===== config.mk =====
export PLATFORM = sky130hd
export DESIGN_NAME = agc_gain_ctrl
export DESIGN_NICKNAME = d
export VERILOG_FILES = /design/src/rtl/agc_gain_ctrl.sv
export SDC_FILE = /design/constraint.sdc
export NUM_CORES = 1
export LEC_CHECK = 0
export ABC_CLOCK_PERIOD_IN_PS = 4100
export CAP_MARGIN = 5
export CORE_MARGIN = 2
export CORE_UTILIZATION = 55
export CTS_CLUSTER_DIAMETER = 100
export CTS_CLUSTER_SIZE = 28
export DETAILED_ROUTE_END_ITERATION = 6
export GPL_ROUTABILITY_DRIVEN = 0
export GPL_TIMING_DRIVEN = 0
export PLACE_DENSITY_LB_ADDON = 0.05
export SLEW_MARGIN = 40
export SYNTH_ARGS = -nofsm -noshare
export SYNTH_HDL_FRONTEND = slang
export SYNTH_SLANG_ARGS = --single-unit

===== constraint.sdc =====
create_clock -name clk -period 4.1 [get_ports clk]
set_input_delay 0.82 -clock clk [delete_from_list [all_inputs] [get_ports clk]]
set_output_delay 0.82 -clock clk [all_outputs]
set_load 0.02 [all_outputs]

===== src/rtl/agc_gain_ctrl.sv =====
// ---------------------------------------------------------------------------
// agc_gain_ctrl
//
// Purpose:
//   Closed-loop automatic gain control. Each qualified level measurement is
//   compared against a target. A dead band suppresses small corrections.
//   Outside the dead band the gain code is stepped up or down by a fine or a
//   coarse step and clamped to [GMIN, GMAX]. After every real change, HOLD_N
//   further measurements are skipped so that the analog path can settle
//   before the loop acts again.
//
// Ports:
//   clk          single clock, all state changes on its rising edge
//   rst          asynchronous active-low reset
//   enable       0 blocks new measurements from starting
//   level_valid  one-cycle strobe qualifying level
//   level        measured signal level (DW bits)
//   target       desired level (DW bits)
//   preset_req   forces the gain to GPRESET; wins over everything else
//   gain         registered gain code (GW bits)
//   gain_upd     one-cycle pulse whenever gain actually changes
//   busy         high in any state other than IDLE
//   at_min       gain == GMIN
//   at_max       gain == GMAX
// ---------------------------------------------------------------------------
module agc_gain_ctrl #(
    parameter int DW          = 12,
    parameter int GW          = 12,
    parameter int GMIN        = 1512,
    parameter int GMAX        = 4095,
    parameter int GPRESET     = 1664,
    parameter int DEADBAND    = 16,
    parameter int FINE_STEP   = 1,
    parameter int COARSE_STEP = 16,
    parameter int COARSE_THR  = 256,
    parameter int HOLD_N      = 2,
    parameter int INVERT      = 0
) (
    input  logic          clk,
    input  logic          rst,
    input  logic          enable,
    input  logic          level_valid,
    input  logic [DW-1:0] level,
    input  logic [DW-1:0] target,
    input  logic          preset_req,
    output logic [GW-1:0] gain,
    output logic          gain_upd,
    output logic          busy,
    output logic          at_min,
    output logic          at_max
);

    // Elaboration-time sanity checks on the parameter set.
    if (GPRESET < GMIN || GPRESET > GMAX) begin : g_bad_preset
        $error("agc_gain_ctrl: GPRESET must lie within [GMIN, GMAX]");
    end
    if (COARSE_THR <= DEADBAND) begin : g_bad_thr
        $error("agc_gain_ctrl: COARSE_THR must exceed DEADBAND");
    end
    if (GMIN > GMAX) begin : g_bad_range
        $error("agc_gain_ctrl: GMIN must not exceed GMAX");
    end

    // Hold counter must be able to hold HOLD_N; keep at least one bit.
    localparam int HCW = (HOLD_N > 0) ? $clog2(HOLD_N + 1) : 1;

    localparam logic [GW-1:0]  GMIN_W    = GW'(GMIN);
    localparam logic [GW-1:0]  GMAX_W    = GW'(GMAX);
    localparam logic [GW-1:0]  GPRESET_W = GW'(GPRESET);
    localparam logic [GW-1:0]  FINE_W    = GW'(FINE_STEP);
    localparam logic [GW-1:0]  COARSE_W  = GW'(COARSE_STEP);
    localparam logic [DW:0]    DB_W      = (DW+1)'(DEADBAND);
    localparam logic [DW:0]    THR_W     = (DW+1)'(COARSE_THR);
    localparam logic [HCW-1:0] HOLD_INIT = HCW'(HOLD_N);
    localparam logic [HCW-1:0] HOLD_ONE  = HCW'(1);
    localparam logic           INV_BIT   = (INVERT != 0);

    typedef enum logic [1:0] {
        IDLE  = 2'd0,
        CALC  = 2'd1,
        APPLY = 2'd2,
        HOLD  = 2'd3
    } state_t;

    state_t         state_reg,    state_next;
    logic [GW-1:0]  gain_reg,     gain_next;
    logic           upd_reg,      upd_next;
    logic [HCW-1:0] hold_cnt_reg, hold_cnt_next;
    logic [DW-1:0]  level_reg,    level_next;
    logic [DW-1:0]  target_reg,   target_next;
    logic [DW:0]    err_mag_reg,  err_mag_next;
    logic           err_neg_reg,  err_neg_next;

    // Error path (used in CALC)
    logic [DW:0]    err_full;
    logic [DW:0]    err_mag_calc;

    // Gain update path (used in APPLY)
    logic [GW-1:0]  step_sel;
    logic [GW:0]    up_sum;
    logic [GW:0]    dn_sum;
    logic [GW:0]    cand;
    logic [GW-1:0]  gain_clamped;
    logic           inc_dir;

    // ------------------------------------------------------------------
    // State and datapath registers
    // ------------------------------------------------------------------
    always_ff @(posedge clk or negedge rst) begin
        if (!rst) begin
            state_reg    <= IDLE;
            gain_reg     <= GPRESET_W;
            upd_reg      <= 1'b0;
            hold_cnt_reg <= '0;
            level_reg    <= '0;
            target_reg   <= '0;
            err_mag_reg  <= '0;
            err_neg_reg  <= 1'b0;
        end else begin
            state_reg    <= state_next;
            gain_reg     <= gain_next;
            upd_reg      <= upd_next;
            hold_cnt_reg <= hold_cnt_next;
            level_reg    <= level_next;
            target_reg   <= target_next;
            err_mag_reg  <= err_mag_next;
            err_neg_reg  <= err_neg_next;
        end
    end

    // ------------------------------------------------------------------
    // Arithmetic helpers
    // ------------------------------------------------------------------
    always_comb begin
        // Zero-extended subtraction gives a DW+1-bit two's complement error.
        err_full     = {1'b0, target_reg} - {1'b0, level_reg};
        err_mag_calc = err_full[DW] ? ((~err_full) + (DW+1)'(1)) : err_full;

        step_sel = (err_mag_reg >= THR_W) ? COARSE_W : FINE_W;
        inc_dir  = (err_neg_reg == INV_BIT);

        // One extra bit keeps the sum from wrapping; the difference
        // saturates at zero instead of going negative.
        up_sum = {1'b0, gain_reg} + {1'b0, step_sel};
        dn_sum = (gain_reg >= step_sel) ? {1'b0, gain_reg - step_sel} : '0;
        cand   = inc_dir ? up_sum : dn_sum;

        if (cand > {1'b0, GMAX_W}) begin
            gain_clamped = GMAX_W;
        end else if (cand < {1'b0, GMIN_W}) begin
            gain_clamped = GMIN_W;
        end else begin
            gain_clamped = cand[GW-1:0];
        end
    end

    // ------------------------------------------------------------------
    // Next-state / next-value logic
    // ------------------------------------------------------------------
    always_comb begin
        state_next    = state_reg;
        gain_next     = gain_reg;
        upd_next      = 1'b0;
        hold_cnt_next = hold_cnt_reg;
        level_next    = level_reg;
        target_next   = target_reg;
        err_mag_next  = err_mag_reg;
        err_neg_next  = err_neg_reg;

        if (preset_req) begin
            // Preset overrides any in-flight work and drops a coincident
            // measurement.
            state_next    = IDLE;
            gain_next     = GPRESET_W;
            hold_cnt_next = '0;
            upd_next      = (gain_reg != GPRESET_W);
        end else begin
            case (state_reg)
                IDLE: begin
                    if (enable && level_valid) begin
                        level_next  = level;
                        target_next = target;
                        state_next  = CALC;
                    end
                end

                CALC: begin
                    err_mag_next = err_mag_calc;
                    err_neg_next = err_full[DW];
                    state_next   = (err_mag_calc <= DB_W) ? IDLE : APPLY;
                end

                APPLY: begin
                    gain_next = gain_clamped;
                    if (gain_clamped != gain_reg) begin
                        upd_next = 1'b1;
                        if (HOLD_N > 0) begin
                            hold_cnt_next = HOLD_INIT;
                            state_next    = HOLD;
                        end else begin
                            state_next = IDLE;
                        end
                    end else begin
                        // Clamped no-op: nothing changed, no settling needed.
                        state_next = IDLE;
                    end
                end

                HOLD: begin
                    // Measurements only count down the settle window.
                    if (level_valid) begin
                        if (hold_cnt_reg <= HOLD_ONE) begin
                            hold_cnt_next = '0;
                            state_next    = IDLE;
                        end else begin
                            hold_cnt_next = hold_cnt_reg - HOLD_ONE;
                        end
                    end else if (hold_cnt_reg == '0) begin
                        state_next = IDLE;
                    end
                end

                default: begin
                    state_next = IDLE;
                end
            endcase
        end
    end

    // ------------------------------------------------------------------
    // Outputs, all derived from registers
    // ------------------------------------------------------------------
    assign gain     = gain_reg;
    assign gain_upd = upd_reg;
    assign busy     = (state_reg != IDLE);
    assign at_min   = (gain_reg == GMIN_W);
    assign at_max   = (gain_reg == GMAX_W);

endmodule


==> results.sh, run 1 <==
export IMPL_outcome="finished clean"
export IMPL_skew_ps=5.25
export IMPL_synthCells=494
export IMPL_ios=45
export IMPL_drtIter0Drc=416
export IMPL_core_rowCount=31
export IMPL_ys_warn_count=0
export IMPL_synth_fp_nets=543
export IMPL_placed_area_sq_mm=0.00480
export IMPL_io_buffers=44
export IMPL_path_delay_family="simple AND/OR/NAND/NOR gates"
export IMPL_antenna_found_initial=0
export IMPL_fin_total_pwr_mw=3.27
export IMPL_cp_end_kind="flip-flop"
export IMPL_grt_ovfl_total=0
export IMPL_period_needed_ps=4070
export IMPL_power_density_mw_per_mm2=644
export IMPL_fin_crit_sh=0.993
export IMPL_fmax_mhz=246
export IMPL_worstSkewPairLatency_ps=300
export IMPL_final_common_cell="dfrtp_1"
export IMPL_vias=4203
export IMPL_wire_per_inst_um=18.2
export IMPL_ant_nets=0
export IMPL_synth_seq_cells=47
export IMPL_cp_data_arrival_time_ps=4270
export IMPL_switching_share=0.487
export IMPL_numCtsBuffers=5
export IMPL_area_growth_pct=20.4
export IMPL_p_clk_frac=0.093
export IMPL_power_leakage_nw=1.95
export IMPL_root_buffer="clkbuf_8"
export IMPL_viasPerCell=6.44
export IMPL_rr_worst_depth=14
export IMPL_htreeDepth=2
export IMPL_p_int_mw=1.68
export IMPL_cts_sinks=47
export IMPL_hold_viol_final=0
export IMPL_synth_ff_type="dfrtp_1"
export IMPL_drc=0
export IMPL_diodes=0
export IMPL_power_switching_mw=1.59
export IMPL_die_x_um=91.6
export IMPL_cp_slowest_stage_delay_ps=560
export IMPL_critPathBufInv=1
export IMPL_cts_tree="yes"
export IMPL_max_slew_margin=0.490
export IMPL_hold_class="in -> async"
export IMPL_drt_total_wl_um=11900
export IMPL_slew_viol_final=0
export IMPL_dr_pass1_iters=6
export IMPL_synth_edf_count=0
export IMPL_crit_type="reg -> reg"
export IMPL_start_kind="flip-flop"
export IMPL_ir_drop_mv=0.417
export IMPL_core_area_sq_mm=0.00733
export IMPL_grt_first_pass_wirelength_um=19100
export IMPL_maxCapViolations=0
export IMPL_stdcell_area_sq_mm=0.00508
export IMPL_crit_chain="nor3_1 -> nand2_1 -> ha_2 -> buf_2 -> nand3_2 -> nor4_2 -> a311oi_2 -> a221oi_2 -> o21a_1 -> o21ai_1 -> mux2i_1 -> nand4_1 -> or4_4 -> a32o_1"
export IMPL_clkTransAtPathRegs_ps=90
export IMPL_timing_rr_start="err_mag_reg[9]$_DFFE_PN0P_"
export IMPL_reg2reg_to="state_reg[1]$_DFFE_PN0P_"
export IMPL_final_cell_mix="dfrtp_1 (44), clkdlybuf4s50_1 (43), nand2_1 (36), o21ai_0 (33), inv_1 (31)"
export IMPL_p_comb_frac=0.703
export IMPL_initial_core_util=0.576
export IMPL_clk_path_buf_depth=2
export IMPL_syn_area_sq_mm=0.00422
export IMPL_grt_max_degree=28
export IMPL_layout_cells_non_filler=653
export IMPL_syn_area_per_cell_sq_um=8.54
export IMPL_ys_seq_area_frac=0.280
export IMPL_dieArea_sq_mm=0.00839
export IMPL_dp_cells=638
export IMPL_chipHeight_um=91.6
export IMPL_path_max_fanout=10
export IMPL_grt_use_total=0.281
export IMPL_final_layout_size_suffix_gt1_frac=0.159
export IMPL_fin_hold_ws_ps=404
export IMPL_cp_required_ps=4290
export IMPL_first_global_vias=3969
export IMPL_synth_cell_types=84
export IMPL_slowest_stage="or4_4"
export IMPL_n_fill_cell=575
export IMPL_p_seq_frac=0.203
export IMPL_reg2reg_slack_ps=30
export IMPL_synth_async_reset_ratio=1.00
export IMPL_hold_buffers=0
export IMPL_setup_viol=0
export IMPL_tightest_slew_ps=765
export IMPL_dpl_hpwl_um=8780
export IMPL_place_ws_ps=-134
export IMPL_layout_setup_ws_ps=26.9
export IMPL_final_nets=602
[logic make-up after synthesis]
family	count (synthesis)	share of synthesized area
mux	16	0.0418
compound gates	172	0.299
fa+ha+maj	20	0.0611
buf+inv	61	0.0661
flops	47	0.280
xor+xnor	21	0.0436
simple gates	157	0.209
[area by class of cell]
type                            instances  area, sq um  share of cell area
Buffer                                 28          155              0.0305
Clock buffer                            6         82.6              0.0163
Tap cell                               99          124              0.0244
Multi-Input combinational cell        386         2890               0.569
Timing Repair Buffer                   52          510               0.100
Sequential cell                        47         1180               0.232
Clock inverter                          2         13.8             0.00271
Inverter                               33          124              0.0244
[worst reg2reg max path, stage by stage, from the launching register on]
cell	delay [ps]
dfrtp_1	390
nor3_1	200
nand2_1	160
ha_2	450
buf_2	270
nand3_2	190
nor4_2	280
a311oi_2	140
a221oi_2	360
o21a_1	270
o21ai_1	120
mux2i_1	170
nand4_1	130
or4_4	560
a32o_1	270
[Yosys cell counts (8+ instances only)]
library cell | count | area [sq um]
dfrtp_1 | 44 | 1100
nand2_1 | 36 | 135
o21ai_0 | 33 | 165
inv_1 | 32 | 120
a21oi_1 | 23 | 115
nor2_1 | 23 | 86.3
ha_1 | 19 | 238
nor3_1 | 17 | 85.1
xnor2_1 | 17 | 149
o211ai_1 | 14 | 105
mux2_2 | 13 | 146
nand3_1 | 13 | 65.1
clkbuf_1 | 12 | 45.0
o21a_1 | 12 | 90.1
a21o_1 | 10 | 75.1
buf_2 | 10 | 50.1
nor2b_1 | 9 | 56.3
or3_1 | 8 | 50.1
[how the worst max path moves through the flow]
stage,from,endpoint,cells past startpoint,slack [ps]
after CTS,err_mag_reg[9]$_DFFE_PN0P_,state_reg[1]$_DFFE_PN0P_,15,30
after global placement,err_mag_reg[9]$_DFFE_PN0P_,state_reg[1]$_DFFE_PN0P_,15,-140
final,err_mag_reg[9]$_DFFE_PN0P_,state_reg[1]$_DFFE_PN0P_,14,30
after detailed placement,err_mag_reg[9]$_DFFE_PN0P_,state_reg[1]$_DFFE_PN0P_,15,-130
after floorplan,gain[0]$_DFFE_PN0P_,state_reg[1]$_DFFE_PN0P_,13,430
after global routing,err_mag_reg[9]$_DFFE_PN0P_,state_reg[1]$_DFFE_PN0P_,14,-60
[stage by stage]
stage	utilization	setup TNS, ps
final	0.693	0
after global routing	0.693	-77.5
after CTS	0.676	0
after detailed placement	0.655	-301
after global placement	0.653	-311
after floorplan	-	0
[power by group through the flow]
stage	logic, mW	clock network (mW)	registers, mW
after floorplan	1.67	0	0.667
after global placement	2.10	0	0.669
after detailed placement	2.15	0	0.674
after CTS	2.19	0.317	0.665
after global routing	2.53	0.331	0.679
final	2.30	0.305	0.666
[metal layers]
layer  up-vias  GRT usage  wire length, um
li1       1972          -                -
met5         -          0                0
met3        48     0.0432              847
met2       212      0.497             5830
met4         0      0.133              556
met1      1971      0.331             4660
[what timing repair did]
action | CTS | global route
setup buffers | 1 | 6
pin swaps | 1 | 6
endpoints found under the setup margin | 3 | 4
gates resized for setup | 7 | 16
Power figures use the tool's default switching activity.
==> run 2, diff against run 1 <==
Settings changed: GPL_ROUTABILITY_DRIVEN 0 to unset.
==> results.sh, run 2 (synthesized netlist as in run 1, its figures left out) <==
export IMPL_drtIter0Drc=463
export IMPL_cp_slowest_stage_delay_ps=560
export IMPL_numCtsBuffers=5
export IMPL_die_x_um=91.6
export IMPL_power_switching_mw=1.67
export IMPL_power_density_mw_per_mm2=677
export IMPL_antenna_found_initial=0
export IMPL_ios=45
export IMPL_gp_congestion=0.959
export IMPL_cp_required_ps=4300
export IMPL_vias=4301
export IMPL_drt_total_wl_um=13000
export IMPL_rr_worst_depth=16
export IMPL_crit_chain="nor3_2 -> nand2_1 -> inv_2 -> ha_4 -> ha_4 -> nor3b_4 -> buf_4 -> o311ai_4 -> o21ai_4 -> buf_6 -> o22ai_1 -> a221o_1 -> a311oi_2 -> nand4_1 -> or4_4 -> a32o_1"
export IMPL_p_comb_frac=0.689
export IMPL_max_slew_margin=0.428
export IMPL_final_nets=611
export IMPL_dieArea_sq_mm=0.00839
export IMPL_clk_path_buf_depth=2
export IMPL_chipHeight_um=91.6
export IMPL_ir_drop_mv=0.439
export IMPL_diodes=0
export IMPL_area_growth_pct=23.7
export IMPL_cp_end_kind="flip-flop"
export IMPL_cts_sinks=47
export IMPL_dr_pass1_iters=5
export IMPL_power_leakage_nw=2.03
export IMPL_first_global_vias=4215
export IMPL_drc=0
export IMPL_path_common_cell="ha_4"
export IMPL_maxCapViolations=0
export IMPL_p_seq_frac=0.189
export IMPL_ant_nets=0
export IMPL_grt_max_degree=40
export IMPL_root_buffer="clkbuf_8"
export IMPL_hold_buffers=0
export IMPL_viasPerCell=6.50
export IMPL_initial_core_util=0.576
export IMPL_wire_per_inst_um=19.6
export IMPL_cts_tree="yes"
export IMPL_dpl_hpwl_um=9870
export IMPL_core_rowCount=31
export IMPL_crit_type="reg -> reg"
export IMPL_cp_data_arrival_time_ps=4200
export IMPL_grt_ovfl_total=0
export IMPL_clkTransAtPathRegs_ps=100
export IMPL_p_int_mw=1.86
export IMPL_n_fill_cell=563
export IMPL_worstSkewPairLatency_ps=310
export IMPL_outcome="finished clean"
export IMPL_grt_first_pass_wirelength_um=20900
export IMPL_tightest_slew_ps=858
export IMPL_rsz0062_at_grt="false"
export IMPL_grt_use_total=0.315
export IMPL_core_area_sq_mm=0.00733
export IMPL_io_buffers=44
export IMPL_timing_rr_start="err_mag_reg[9]$_DFFE_PN0P_"
export IMPL_fin_total_pwr_mw=3.53
export IMPL_dp_cells=638
export IMPL_fin_crit_sh=0.976
export IMPL_hold_class="in -> async"
export IMPL_p_clk_frac=0.122
export IMPL_reg2reg_to="state_reg[1]$_DFFE_PN0P_"
export IMPL_setup_viol=0
export IMPL_period_needed_ps=4000
export IMPL_path_max_fanout=8
export IMPL_reg2reg_slack_ps=100
export IMPL_htreeDepth=2
export IMPL_layout_cells_non_filler=662
export IMPL_final_layout_size_suffix_gt1_frac=0.179
export IMPL_skew_ps=10.0
export IMPL_switching_share=0.472
export IMPL_slowest_stage="or4_4"
export IMPL_hold_viol_final=0
export IMPL_fmax_mhz=250
export IMPL_final_cell_mix="dfrtp_1 (43), clkdlybuf4s50_1 (43), nand2_1 (36), o21ai_0 (33), inv_1 (31)"
export IMPL_start_kind="flip-flop"
export IMPL_slew_viol_final=0
export IMPL_cp_startpoint="err_mag_reg[9]$_DFFE_PN0P_"
## run 2: area by class of cell
cell class / count / area [sq um] / share of cell area
multi-input combinational: 386 / 2920 / 0.558
sequential: 47 / 1180 / 0.226
timing repair buffer: 61 / 578 / 0.111
buffer: 28 / 160 / 0.0307
inverter: 33 / 124 / 0.0237
tap: 99 / 124 / 0.0237
clock inverter: 3 / 71.3 / 0.0137
clock buffer: 5 / 68.8 / 0.0132
## run 2: worst max-delay path by stage
stage          slack (ps)  cells past startpoint                       end
2_1_floorplan         430                     13  state_reg[1]$_DFFE_PN0P_
3_3_place_gp         -210                     15  state_reg[1]$_DFFE_PN0P_
3_5_place_dp         -240                     14  state_reg[1]$_DFFE_PN0P_
4_1_cts                 9                     15  state_reg[1]$_DFFE_PN0P_
5_1_grt                 3                     16  state_reg[1]$_DFFE_PN0P_
6_report              100                     16  state_reg[1]$_DFFE_PN0P_
## run 2: through the flow
stage / hold WS, ps / setup TNS [ps] / utilization / area [sq um] / setup WS (ps)
2_1_floorplan: 450 / 0 / - / 4220 / 434
3_3_place_gp: 464 / -547 / 0.653 / 4780 / -210
3_5_place_dp: 476 / -694 / 0.655 / 4800 / -244
4_1_cts: 323 / 0 / 0.692 / 5070 / 8.97
5_1_grt: 323 / 0 / 0.712 / 5220 / 3.15
6_report: 327 / 0 / 0.712 / 5220 / 98.1
## run 2: per-layer routing
layer	vias up	track usage	part of all wire
li1	1990	-	-
met1	2054	0.365	0.40
met2	205	0.563	0.50
met3	52	0.0382	0.057
met4	0	0.165	0.051
met5	-	0	0
## run 2: worst max-delay path, delay by kind of cell (launching register included)
| family | cells | cell delay [ps] |
|---|---|---|
| flops | 1 | 400 |
| buf+inv | 3 | 480 |
| fa+ha+maj | 2 | 320 |
| compound gates | 6 | 1390 |
| simple gates | 5 | 1280 |
## run 2: power groups by stage
| stage | logic [mW] | clock network [mW] | registers, mW |
|---|---|---|---|
| after floorplan | 1.67 | 0 | 0.667 |
| after global placement | 2.12 | 0 | 0.667 |
| after detailed placement | 2.20 | 0 | 0.673 |
| after CTS | 2.29 | 0.439 | 0.664 |
| after global routing | 2.64 | 0.451 | 0.682 |
| final | 2.44 | 0.430 | 0.668 |
## run 2: repair_timing
action | 4_1_cts | 5_1_grt
resized for setup | 15 | 15
setup buffers | 6 | 10
endpoints found under the hold margin | 0 | 0
pin swaps | 4 | 8
endpoints found under the setup margin | 5 | 4
==> run 3, diff against run 2 <==
Settings changed: PLACE_DENSITY set to 0.76, PLACE_DENSITY_LB_ADDON 0.05 to unset.
==> results.sh, run 3 (synthesized netlist as in run 1, its figures left out) <==
export IMPL_ir_drop_mv=0.457
export IMPL_gp_congestion=0.972
export IMPL_drtIter0Drc=313
export IMPL_grt_max_degree=35
export IMPL_initial_core_util=0.576
export IMPL_power_density_mw_per_mm2=672
export IMPL_ant_nets=0
export IMPL_fmax_mhz=248
export IMPL_hold_buffers=0
export IMPL_grt_ovfl_total=0
export IMPL_place_ws_ps=-237
export IMPL_dpl_hpwl_um=9750
export IMPL_fin_crit_sh=0.984
export IMPL_viasPerCell=6.53
export IMPL_skew_ps=14.3
export IMPL_fin_hold_ws_ps=362
export IMPL_htreeDepth=2
export IMPL_final_cell_mix="dfrtp_1 (43), clkdlybuf4s50_1 (43), nand2_1 (35), o21ai_0 (33), inv_1 (31)"
export IMPL_dieArea_sq_mm=0.00839
export IMPL_numCtsBuffers=5
export IMPL_root_buffer="clkbuf_8"
export IMPL_vias=4352
export IMPL_cp_data_arrival_time_ps=4230
export IMPL_drc=0
export IMPL_cts_sinks=47
export IMPL_io_buffers=44
export IMPL_cp_end_kind="flip-flop"
export IMPL_clkTransAtPathRegs_ps=110
export IMPL_final_core_util=0.724
export IMPL_ios=45
export IMPL_hold_viol_final=0
export IMPL_n_fill_cell=564
export IMPL_grt_first_pass_wirelength_um=20800
export IMPL_chipHeight_um=91.6
export IMPL_start_kind="flip-flop"
export IMPL_slew_viol_final=0
export IMPL_clk_path_buf_depth=2
export IMPL_period_needed_ps=4030
export IMPL_hold_class="in -> async"
export IMPL_cp_required_ps=4300
export IMPL_first_global_vias=4082
export IMPL_die_x_um=91.6
export IMPL_power_leakage_nw=2.07
export IMPL_slowest_stage="or4_4"
export IMPL_path_max_fanout=6
export IMPL_drt_total_wl_um=13300
export IMPL_grt_use_total=0.312
export IMPL_layout_setup_ws_ps=65.4
export IMPL_crit_type="reg -> reg"
export IMPL_core_area_sq_mm=0.00733
export IMPL_fin_total_pwr_mw=3.57
export IMPL_fin_tns_setup_ps=0
export IMPL_final_nets=615
export IMPL_final_layout_size_suffix_gt1_frac=0.196
export IMPL_setup_viol=0
export IMPL_dr_pass1_iters=5
export IMPL_diodes=0
export IMPL_tightest_slew_ps=803
export IMPL_core_rowCount=31
export IMPL_crit_chain="nor3_2 -> nand2_2 -> inv_2 -> ha_4 -> ha_4 -> nor3b_4 -> buf_4 -> o311ai_4 -> o21ai_4 -> buf_4 -> o221ai_2 -> a31oi_1 -> a221o_1 -> a311oi_1 -> nand4_1 -> or4_4 -> a32o_1"
export IMPL_path_delay_family="compound AO/OA/AOI/OAI gates"
export IMPL_maxCapViolations=0
export IMPL_wire_per_inst_um=20.0
export IMPL_area_growth_pct=25.8
export IMPL_outcome="finished clean"
export IMPL_cts_tree="yes"
export IMPL_antenna_found_initial=0
export IMPL_max_slew_margin=0.464
export IMPL_worstSkewPairLatency_ps=310
export IMPL_critPathBufInv=3
export IMPL_cp_slowest_stage_delay_ps=480
-- run 3: power breakdown --
part | internal [mW] | leakage (nW) | switching, mW | total [mW]
combinational | 1.05 | 1.41 | 1.42 | 2.47
sequential | 0.588 | 0.588 | 0.0850 | 0.673
clock | 0.248 | 0.0703 | 0.181 | 0.428
total | 1.88 | 2.07 | 1.69 | 3.57
-- run 3: final timing paths --
kind	start	to	slack, ps	cells after the start
max	err_mag_reg[9]$_DFFE_PN0P_	state_reg[1]$_DFFE_PN0P_	70	17
min	rst	level_reg[1]$_DFFE_PN0P_	360	1
max reg2reg	err_mag_reg[9]$_DFFE_PN0P_	state_reg[1]$_DFFE_PN0P_	70	17
min reg2reg	err_mag_reg[12]$_DFFE_PN0P_	err_mag_reg[12]$_DFFE_PN0P_	490	2
max in group asynchronous	rst	gain[7]$_DFFE_PN1P_	3230	2
min in group clk	err_mag_reg[12]$_DFFE_PN0P_	err_mag_reg[12]$_DFFE_PN0P_	490	2
-- run 3: cell type report --
type | count | area, sq um | area share
multi-input combinational | 386 | 2970 | 0.560
sequential | 47 | 1180 | 0.222
clock buffer | 5 | 68.8 | 0.0130
tap | 99 | 124 | 0.0233
inverter | 33 | 124 | 0.0233
buffer | 28 | 159 | 0.0299
clock inverter | 3 | 71.3 | 0.0134
timing repair buffer | 65 | 608 | 0.115
-- run 3: worst reg2reg max path, delay by kind of cell, from the launching register on --
kind | cells | cell delay, ps
buffers and inverters | 3 | 430
AO/OA/AOI/OAI | 7 | 1750
adder cells (fa/ha/maj) | 2 | 360
AND/OR/NAND/NOR | 5 | 990
flip-flops | 1 | 390
-- run 3: stage by stage --
step	cell area (sq um)	cells
finish	5310	666
global route	5310	666
CTS	5040	651
detailed placement	4800	638
global placement	4780	637
floorplan	4220	494
-- run 3: layer usage --
layer	global-route usage	up-vias	routed length, um
met5	0	-	0
met4	0.144	0	634
met3	0.0290	49	803
met2	0.556	211	6760
met1	0.378	2094	5150
li1	-	1998	-
-- run 3: repair_timing --
| item | CTS | global route |
|---|---|---|
| setup buffers | 5 | 15 |
| setup endpoints to repair | 5 | 5 |
| resized for setup | 12 | 28 |
| gates cloned | 0 | 0 |
| pin swaps | 2 | 12 |
